## src/rtl/multicycle_ctrl.sv

```systemverilog
// Multi-cycle FETCH/DECODE/EXEC/WB sequencer for the RV32 integer datapath.
// Optional retired-instruction counter: define MULTICYCLE_CTRL_RETIRE_CNT_EN.
module multicycle_ctrl #(
  parameter int TIMEOUT   = 16,
  parameter int CNT_WIDTH = 32
) (
  input  logic                 clk_i,
  input  logic                 rst_i,
  input  logic                 start_i,
  input  logic [31:0]          instr_i,
  input  logic                 imem_valid_i,
  output logic                 imem_req_o,
  output logic                 ir_we_o,
  output logic                 pc_we_o,
  output logic                 reg_we_o,
  output logic                 alu_src_o,
  output logic [1:0]           alu_op_o,
  output logic                 busy_o,
  output logic                 halted_o,
  output logic                 err_o,
  output logic [CNT_WIDTH-1:0] retire_cnt_o
);

  typedef enum logic [2:0] {
    S_IDLE, S_FETCH, S_DECODE, S_EXEC, S_WB, S_HALT, S_ERR
  } state_t;

  localparam logic [6:0] OP_RTYPE = 7'b0110011;
  localparam logic [6:0] OP_ITYPE = 7'b0010011;
  localparam logic [7:0] TMO_LAST = 8'(TIMEOUT - 1);

  state_t      r_state;
  state_t      w_state_next;
  logic [31:0] r_instr;
  logic [7:0]  r_tmo;
  logic        r_alu_src;
  logic [1:0]  r_alu_op;

  logic w_fetch_ok;
  logic w_tmo_hit;
  logic w_is_halt;
  logic w_is_rtype;
  logic w_is_itype;

  assign w_fetch_ok = (r_state == S_FETCH) && imem_valid_i;
  assign w_tmo_hit  = (r_tmo == TMO_LAST);
  assign w_is_halt  = (r_instr == 32'h0000_0000);
  assign w_is_rtype = (r_instr[6:0] == OP_RTYPE);
  assign w_is_itype = (r_instr[6:0] == OP_ITYPE);

  always_ff @(posedge clk_i or negedge rst_i) begin
    if (!rst_i) begin
      r_state <= S_IDLE;
    end else begin
      r_state <= w_state_next;
    end
  end

  always_comb begin
    w_state_next = r_state;
    case (r_state)
      S_IDLE:   if (start_i) w_state_next = S_FETCH;
      // A valid on the final allowed cycle wins over the timeout.
      S_FETCH: begin
        if (imem_valid_i)   w_state_next = S_DECODE;
        else if (w_tmo_hit) w_state_next = S_ERR;
      end
      S_DECODE: begin
        if (w_is_halt)                     w_state_next = S_HALT;
        else if (w_is_rtype || w_is_itype) w_state_next = S_EXEC;
        else                               w_state_next = S_ERR;
      end
      S_EXEC:   w_state_next = S_WB;
      S_WB:     w_state_next = S_FETCH;
      S_HALT:   if (start_i) w_state_next = S_FETCH;
      S_ERR:    if (start_i) w_state_next = S_FETCH;
      default:  w_state_next = S_IDLE;
    endcase
  end

  always_ff @(posedge clk_i or negedge rst_i) begin
    if (!rst_i) begin
      r_instr   <= '0;
      r_tmo     <= '0;
      r_alu_src <= 1'b0;
      r_alu_op  <= 2'b00;
    end else begin
      if (w_fetch_ok) begin
        r_instr <= instr_i;
      end
      if ((r_state == S_FETCH) && !imem_valid_i && !w_tmo_hit) begin
        r_tmo <= r_tmo + 8'd1;
      end else begin
        r_tmo <= '0;
      end
      if ((r_state == S_DECODE) && !w_is_halt && w_is_rtype) begin
        r_alu_src <= 1'b0;
        r_alu_op  <= 2'b10;
      end else if ((r_state == S_DECODE) && !w_is_halt && w_is_itype) begin
        r_alu_src <= 1'b1;
        r_alu_op  <= 2'b00;
      end
    end
  end

  // ir_we_o strobes with the accepted word so an external IR captures instr_i
  // on the same edge as the internal copy.
  always_comb begin
    imem_req_o = (r_state == S_FETCH);
    ir_we_o    = w_fetch_ok;
    pc_we_o    = (r_state == S_WB);
    reg_we_o   = (r_state == S_WB);
    busy_o     = (r_state == S_FETCH) || (r_state == S_DECODE) ||
                 (r_state == S_EXEC)  || (r_state == S_WB);
    halted_o   = (r_state == S_HALT);
    err_o      = (r_state == S_ERR);
    alu_src_o  = r_alu_src;
    alu_op_o   = r_alu_op;
  end

`ifdef MULTICYCLE_CTRL_RETIRE_CNT_EN
  logic [CNT_WIDTH-1:0] r_retire_cnt;

  always_ff @(posedge clk_i or negedge rst_i) begin
    if (!rst_i) begin
      r_retire_cnt <= '0;
    end else if (r_state == S_WB) begin
      r_retire_cnt <= r_retire_cnt + 1'b1;
    end
  end

  assign retire_cnt_o = r_retire_cnt;
`else
  assign retire_cnt_o = '0;
`endif

endmodule

```

## config.mk

```make
export PLATFORM = sky130hd
export DESIGN_NAME = multicycle_ctrl
export DESIGN_NICKNAME = d
export VERILOG_FILES = /design/src/rtl/multicycle_ctrl.sv
export SDC_FILE = /design/constraint.sdc
export NUM_CORES = 1
export LEC_CHECK = 0
export BUFFER_PORTS_ARGS = -buffer_cell sky130_fd_sc_hd__buf_4
export CAP_MARGIN = 20
export CORE_ASPECT_RATIO = 0.5
export CORE_MARGIN = 5
export CORE_UTILIZATION = 30
export CTS_CLUSTER_DIAMETER = 40
export DETAILED_ROUTE_END_ITERATION = 7
export HOLD_SLACK_MARGIN = 0.02
export PLACE_DENSITY = 0.59
export SLEW_MARGIN = 20
export SYNTH_ARGS = -nofsm -noshare
export SYNTH_HDL_FRONTEND = slang
export SYNTH_SLANG_ARGS = --single-unit
export TNS_END_PERCENT = 10
```

## constraint.sdc

```tcl
create_clock -name clk_i -period 2 [get_ports clk_i]
set_input_delay 0.1 -clock clk_i [delete_from_list [all_inputs] [get_ports clk_i]]
set_output_delay 0.1 -clock clk_i [all_outputs]
set_load 0.005 [all_outputs]
```

==> Word level (Yosys, flattened, before mapping) <==
Index checks and enable logic that the tools add are counted.
{ "word_totals": {"romBits": 0, "ramBits": 0, "wordCells": 46, "n_memories": 0, "latchBits": 0, "ff_bits": 46, "output_inout_bits": 42, "in_bits": 36} }
{ "classes": {"magnitude_cmp": 0, "n_addsub": 1, "shift": 0, "div": 0, "n_eq_ne": 11, "reduce_logical": 18, "bitwise": 0, "n_mux": 11, "multipliers": 0} }
{ "ops": {"columns": ["op", "count"], "rows": [
  ["$logic_not A32 Y1", 1],
  ["$mux W3", 5],
  ["$pmux W3 S5", 1],
  ["$eq A3 B3 Y1 const B", 3],
  ["$add A8 B1 Y8 const B", 1],
  ["$eq A8 B4 Y1 const B", 1],
  ["$mux W8", 1],
  ["$eq A7 B5 Y1 const B", 1],
  ["$eq A7 B6 Y1 const B", 1],
  ["$eq A3 B2 Y1 const B", 2],
  ["$logic_and A1 B1 Y1", 6],
  ["$logic_or A1 B1 Y1", 4],
  ["$mux W2", 2],
  ["$eq A3 B1 Y1 const B", 1],
  ["$logic_not A1 Y1", 3],
  ["$logic_not A3 Y1", 1],
  ["$ne A3 B2 Y1 const B", 1],
  ["$reduce_or A3 Y1", 1],
  ["$mux W1", 2],
  ["$ne A2 B1 Y1 const B", 1],
  ["$reduce_and A2 Y1", 1],
  ["$reduce_bool A2 Y1", 1]
]} }

==> Depth between registers and ports, before layout <==
Gate-level depths: netlist of the first run.
{ "depth": {"ltp_word": 6, "ltp_mapped": 5, "depth_no_buf": 5} }

==> Least setup slack after synthesis of the first run <==
OpenSTA, ideal clock, no wires.
{ "synth_timing": {"path_kind": "flip-flop to flip-flop", "startpoint": "reg r_state[1]", "endpoint": "reg r_instr[22]", "required_time_ns": 1.875, "n_path_buf": 2, "arrival_time_ns": 1.554, "setup_ns": 0.125, "synth_period_minus_slack_ns": 1.679, "slack_ns": 0.321, "path_stages_with_launch": 6, "path_cell_list": "dfrtp_1 nor3b_1 and2_1 buf_2 buf_4 mux2_2"} }
{ "synth_via": {"elab_chain_cells": 2} }
{ "synth_lines": {"columns": ["item", "line_no", "rtl"], "rows": [
  ["start, declared", "32", "state_t r_state;"],
  ["start signal, assigned", "55", "r_state <= w_state_next;"],
  ["$eq A3 B1 Y1", null, null],
  ["via imem_req_o", "12", "output logic imem_req_o,"],
  ["$logic_and A1 B1 Y1", "45", "assign w_fetch_ok = (r_state == S_FETCH) && imem_valid_i;"],
  ["via ir_we_o", "13", "output logic ir_we_o,"],
  ["end signal, assigned", "89", "r_instr <= instr_i;"],
  ["end, declared", "34", "logic [31:0] r_instr;"]
]} }
The timed path passes the listed nets, and every way through them passes these cells.
A chain may end at the register's enable or synchronous reset.

==> Worst setup path after layout of the first run <==
{ "layout_timing": {"startpoint": "reg r_state[2]", "endpoint": "reg r_state[0]"} }
{ "layout_via": {"elab_chain_cells": 4, "elab_cells_between_ends": 12, "classes_between": "8 x eq/ne; 1 x mux; 3 x reduce/logical"} }
{ "layout_lines": {"columns": ["item", "line_no", "rtl"], "rows": [
  ["$eq A3 B3 Y1 or $logic_not A3 Y1 (tied branches)", "61", "case (r_state)"],
  ["$reduce_or A3 Y1 (no source line)", null, null],
  ["$ne A2 B1 Y1 (no source line)", null, null],
  ["$reduce_and A2 Y1 (no source line)", null, null]
]} }
Parallel ways exist; a longest one is shown, timed or not.

==> out/metrics.cfg, run 1 <==
[floorplanning]
die_height_um=71.2
die_width_um=132
core_um2=7290
ioPinCount=78
design.die.area_um2=9420
fp-row-count=22
starting_density=0.308

[synthesis]
post_synth_instance_area_um2=2250
post_synth_inst_count=187
synth_most_common_cell=dfrtp_1
ys.flop_type=dfrtp_1
synth.mux.area_fraction=0.165
synth_seq_cells=45
synth-compound-area-share=0.0485
post_synth_top_area_share=0.501
synth_xor_area_frac=0.0273
synth_area_per_cell_um2=12.0
synth.distinct_cells=39
synth_commonest_cells=dfrtp_1 (45), buf_4 (37), mux2_2 (33), nor2_1 (13), nor4_1 (5)
share_of_flip_flops_with_an_asynchronous_set_or_reset_after_synthesis=1.00
combinational_family_with_the_most_area_after_synthesis=multiplexers
yosys.area_share.adder=0.00557
synth.area.top_cells=dfrtp_1 (50%), mux2_2 (17%), buf_4 (12%)
yosys.area_share.simple=0.113
yosysWarnings=0
post-synth-top-area-cell=dfrtp_1
seq_area_frac_synth=0.501
number_of_synthesized_flops_with_an_enable_pin=0

[detailed_routing]
drtAntennaViolNets=0
drt_iter0_markers=62
drt-wirelength-per-cell_um=12.9
route.final.wire_length_um=4280
drc=0
drt_pre_antenna_iters=4
avgViaCountPerCell=4.31
detailroute.via_count=1427

[cts]
post_cts_resized=0
cts_made_buffers=5
cts_max_path_buffers=2
cts_root_buf=clkbuf_16
clkSinkCount=45
htree_num_levels=2
clock_tree_from_tritoncts=yes
clock_insertion_delay_worst_skew_ps=280
clk_transition_reported_paths_ps=60
post_cts.repair.setup_buffers=0

[final_layout]
fraction_of_final_layout_cells_with_drive_strength_greater_than_1=0.391
final_cells=331
nNetsFinal=271
antenna-diode-count=0
area_growth_syn_to_layout_pct=20.7
layout.cell_area.non_filler_um2=2710

[grt]
met1_usage=0.122
grt-ovfl-total=0
grt_pass1_wl_um=7070
globalRoute.busiestLayer=met2
grt_util_met3=0.0213
antenna_found_initial=0
grt.total_usage=0.0919
first_global_vias=1477
largest_net_degree_at_the_start_of_global_routing=46
groute.layer.met2.usage=0.150

[timing]
transition_time_at_the_pin_with_the_least_slew_margin_ps=573
setup_violators_final=0
fin_skew_ps=4.88
rsz0062_at_grt=no
finalCritPeriodShare=0.867
slew_viol_final=0
maxSlewHeadroom=0.618
maxClockFrequency_mhz=577
report.final.hold_viol_count=0
finalSetupTns_ps=0
layout_min_cycle_time_ps=1730

[flow_run]
cap_violations=0

[placed_design]
numPlacedInstances=322
post-dp-hpwl_um=3300
buffer_ports.inserted=44
place_area_um2=2550
gpl.final_weighted_congestion=0.817

[worst_setup_path]
critical_path_class=flip-flop to flip-flop
worst-endpoint-arrival_ps=1920
critical_path_launch_point_type=flip-flop
reg2regPathDepth=4
data_required_time_of_the_worst_path_ps=2190
critical_path.max_fanout=11
cp-end-kind=flip-flop

[hold_path]
whs_path_depth=2
worst_hold_path_type=primary input to flip-flop

[pwr]
vdd_drop_max_uv=424
power_per_cell_area_nw_per_um2=1280
cellLeakagePower_nw=1.25

[status]
outcome=finished clean

metrics by stage:
stage	hold slack, ps	setup slack, ps	total power [mW]	util
after floorplan	-196	321	2.36	-
after global placement	130	272	2.65	0.350
after detailed placement	136	260	2.70	0.350
after CTS	43.5	261	3.51	0.372
after global routing	49.1	143	3.70	0.372
final	49.7	266	3.47	0.372
report_power, final:
| part | total [mW] | switching (mW) | internal [mW] |
|---|---|---|---|
| Clock | 0.797 | 0.333 | 0.464 |
| Combinational | 1.12 | 0.432 | 0.692 |
| Sequential | 1.55 | 0.252 | 1.29 |
final timing paths:
path	start	end	slack (ps)
setup / recovery	r_state[2]	r_state[0]	270
hold / removal	instr_i[6]	r_instr[6]	50
setup reg to reg	r_state[2]	r_state[0]	270
hold reg to reg	r_tmo[0]	r_tmo[0]	460
max in group asynchronous	rst_i	r_instr[14]	1240
min in group asynchronous	rst_i	r_instr[10]	350
cell usage in the layout, fill, tap and decap left out, types with 2 or more instances in the layout:
master and instances:
xor2_1 4, xnor2_1 3, nor3_1 3, nand2_1 3
nand3_1 2, a31oi_1 2, dfrtp_1 45, nor2_1 13
or4_1 2, inv_1 3, and2_1 2, clkbuf_16 5
mux2_2 33, and3_1 4, nand4_1 2, o21ai_0 2
conb_1 33, nor4_1 5, buf_4 46
layout make-up:
| class | instances | area, µm² |
|---|---|---|
| clock buffer | 5 | 125 |
| clock inverter | 3 | 21.3 |
| fill | 707 | 4580 |
| inverter | 3 | 11.3 |
| multi-input combinational | 131 | 931 |
| sequential | 45 | 1130 |
| tap | 96 | 120 |
| timing repair buffer | 48 | 375 |
layer usage:
layer	wire length, µm	share of wire	up-vias
met5	0	0	-
li1	-	-	678
met4	34	0.0079	0
met3	275	0.064	2
met2	1930	0.45	50
met1	2040	0.48	697
critical path, stage by stage (launching register included):
cell	delay (ps)
dfrtp_1	480
or4b_4	540
o21bai_4	240
and3_4	170
a221oi_2	210
repair_timing:
action / CTS / global route
hold buffers: 1 / 0
endpoints found under the setup margin: 0 / 0
endpoints found under the hold margin: 45 / 0
kinds of logic after synthesis:
group / Yosys count
AO/OA/AOI/OAI: 13
adder cells (fa/ha/maj): 1
XOR/XNOR: 7
AND/OR/NAND/NOR: 44
flip-flops: 45
other: 1
buffers and inverters: 43
multiplexers: 33
sequential cells by signal (all words and copies together) (netlist names):
signal	count
alu_op_o	1
alu_src_o	1
r_instr	32
r_state	3
r_tmo	8
Note: power is estimated with default switching activity, not from simulation.
==> run 2, diff against run 1 <==
clock period = 1.65 ns   (was 2 ns; I/O delays follow)
==> out/metrics.cfg, run 2 (synthesis results as in run 1) <==
[status]
outcome=finished clean

[worst_setup_path]
data_required_time_of_the_worst_path_ps=1570
reg2regPathDepth=4
crit_chain=nor3b_2, and2_1, buf_12, buf_4
longest_individual_stage_delay_on_the_worst_path_ps=470
cp-end-kind=output pin
worst-endpoint-arrival_ps=1560
ff2ff_setup_slack_ps=20
critical_path_cell_count=4
critical_path.max_fanout=33
critical_path_launch_point_type=flip-flop
critical_path_class=flip-flop to output pin
timing.critical_path.buf_inv=2
path_delay_family=flip-flops
crit_path_top_delay_cell=dfrtp_1

[flow_run]
cap_violations=0

[placed_design]
worst_setup_slack_before_clock_tree_synthesis_ps=-17.1
post-dp-hpwl_um=3430
place_area_um2=2630
buffer_ports.inserted=44
gpl.final_weighted_congestion=0.808

[cts]
htree_num_levels=2
clock_insertion_delay_worst_skew_ps=280
clkSinkCount=45
cts_max_path_buffers=2
clock_tree_from_tritoncts=yes
cts_root_buf=clkbuf_16
cts_made_buffers=5
clk_transition_reported_paths_ps=60

[detailed_routing]
detailroute.via_count=1479
drt_iter0_markers=31
drtAntennaViolNets=0
drt_pre_antenna_iters=4
drc=0
avgViaCountPerCell=4.35
route.final.wire_length_um=4440
drt-wirelength-per-cell_um=13.1

[timing]
layout_min_cycle_time_ps=1640
finalCritPeriodShare=0.992
setup_violators_final=0
fin_skew_ps=3.84
maxClockFrequency_mhz=611
rsz0062_at_grt=yes
maxSlewHeadroom=0.628
report.final.hold_viol_count=0
slew_viol_final=0
fin_ws_ps=12.4
transition_time_at_the_pin_with_the_least_slew_margin_ps=559

[final_layout]
max_flop_register=r_instr
largest_registers_in_the_final_layout=r_instr (32), r_tmo (8), r_state (3)
fraction_of_final_layout_cells_with_drive_strength_greater_than_1=0.439
nNetsFinal=280
layout.cells.most_common=buf_4
register_area_um2=1130
layout.filler_cells=694
layout.cell_area.non_filler_um2=2840
largest_reg_flops=32
area_growth_syn_to_layout_pct=26.2
multi_input_area_um2=960
antenna-diode-count=0
final_cell_mix=buf_4 (55), dfrtp_1 (43), mux2_2 (33), conb_1 (33), nor2_1 (13)

[pwr]
intPower_mw=3.25
vdd_drop_max_uv=705
cellLeakagePower_nw=1.31
fin_total_pwr_mw=4.51
p_comb_frac=0.328
switching_power_mw=1.26
clock_power_share=0.254
power_per_cell_area_nw_per_um2=1590
power.share.switching=0.279
p_seq_frac=0.418

[grt]
grt-ovfl-total=0
antenna_found_initial=0
largest_net_degree_at_the_start_of_global_routing=46
grt.total_usage=0.0934
first_global_vias=1532
grt_pass1_wl_um=7160

[floorplanning]
starting_density=0.308
core_um2=7290
design.die.area_um2=9420
ioPinCount=78
die_width_um=132
fp-row-count=22
die_height_um=71.2

[hold_path]
whs_path_depth=2
worst_hold_path_type=primary input to flip-flop

[run 2: cell types whose count changed in the layout (fill, tap and decap cells not counted), sizes merged]
cell / delta
clkinvlp: -1
bufinv: +1
buf: +9
inv: -1
clkbuf: +2
clkinv: -1
[run 2: final timing paths]
check                            from          end
setup / recovery           r_state[0]      ir_we_o
hold / removal             instr_i[2]   r_instr[2]
setup reg to reg           r_state[1]   r_state[0]
hold reg to reg              r_tmo[0]     r_tmo[0]
max in group asynchronous       rst_i   r_state[1]
min in group asynchronous       rst_i  r_instr[16]
[run 2: per-stage QoR]
step            util  std cells  hold WS, ps  setup TNS (ps)
6_report       0.389        340         32.3               0
5_1_grt        0.389        340         28.7            -468
3_3_place_gp   0.360        331          112           -7.39
3_5_place_dp   0.360        331          116           -17.1
2_1_floorplan      -        219         -213               0
4_1_cts        0.386        340         29.6               0
[run 2: worst register-to-register path, cell delays in order, from the launching register on]
cell and delay [ps]:
dfrtp_2 450, or4b_4 550, o21bai_4 210, and3_4 160, a221oi_2 190
[run 2: power by group through the flow]
stage               registers, mW  logic (mW)  clock network (mW)
finish                       1.89        1.48                1.14
global route                 1.95        1.63                1.20
CTS                          1.88        1.49                1.16
detailed placement           1.88        1.49                   0
global placement             1.86        1.43                   0
floorplan                    1.78        1.09                   0
[run 2: per-layer routing]
| metal | share of wire | global-route usage |
|---|---|---|
| met1 | 0.44 | 0.118 |
| met5 | 0 | 0 |
| met4 | 0.011 | 0.0305 |
| met2 | 0.49 | 0.160 |
| met3 | 0.063 | 0.0220 |
[run 2: timing repair]
| item | 4_1_cts | 5_1_grt |
|---|---|---|
| setup endpoints to repair | 2 | 10 |
| buffers inserted | 0 | 0 |
| hold endpoints to repair | 45 | 0 |
| resized for setup | 2 | 4 |
| hold buffers | 1 | 0 |
[run 2: cell type report]
cell class                      count  area share
Tap cell                           96      0.0424
Clock buffer                        7      0.0503
Multi-Input combinational cell    131       0.338
Sequential cell                    45       0.398
Clock inverter                      1      0.0106
Inverter                            3     0.00397
Timing Repair Buffer               57       0.156
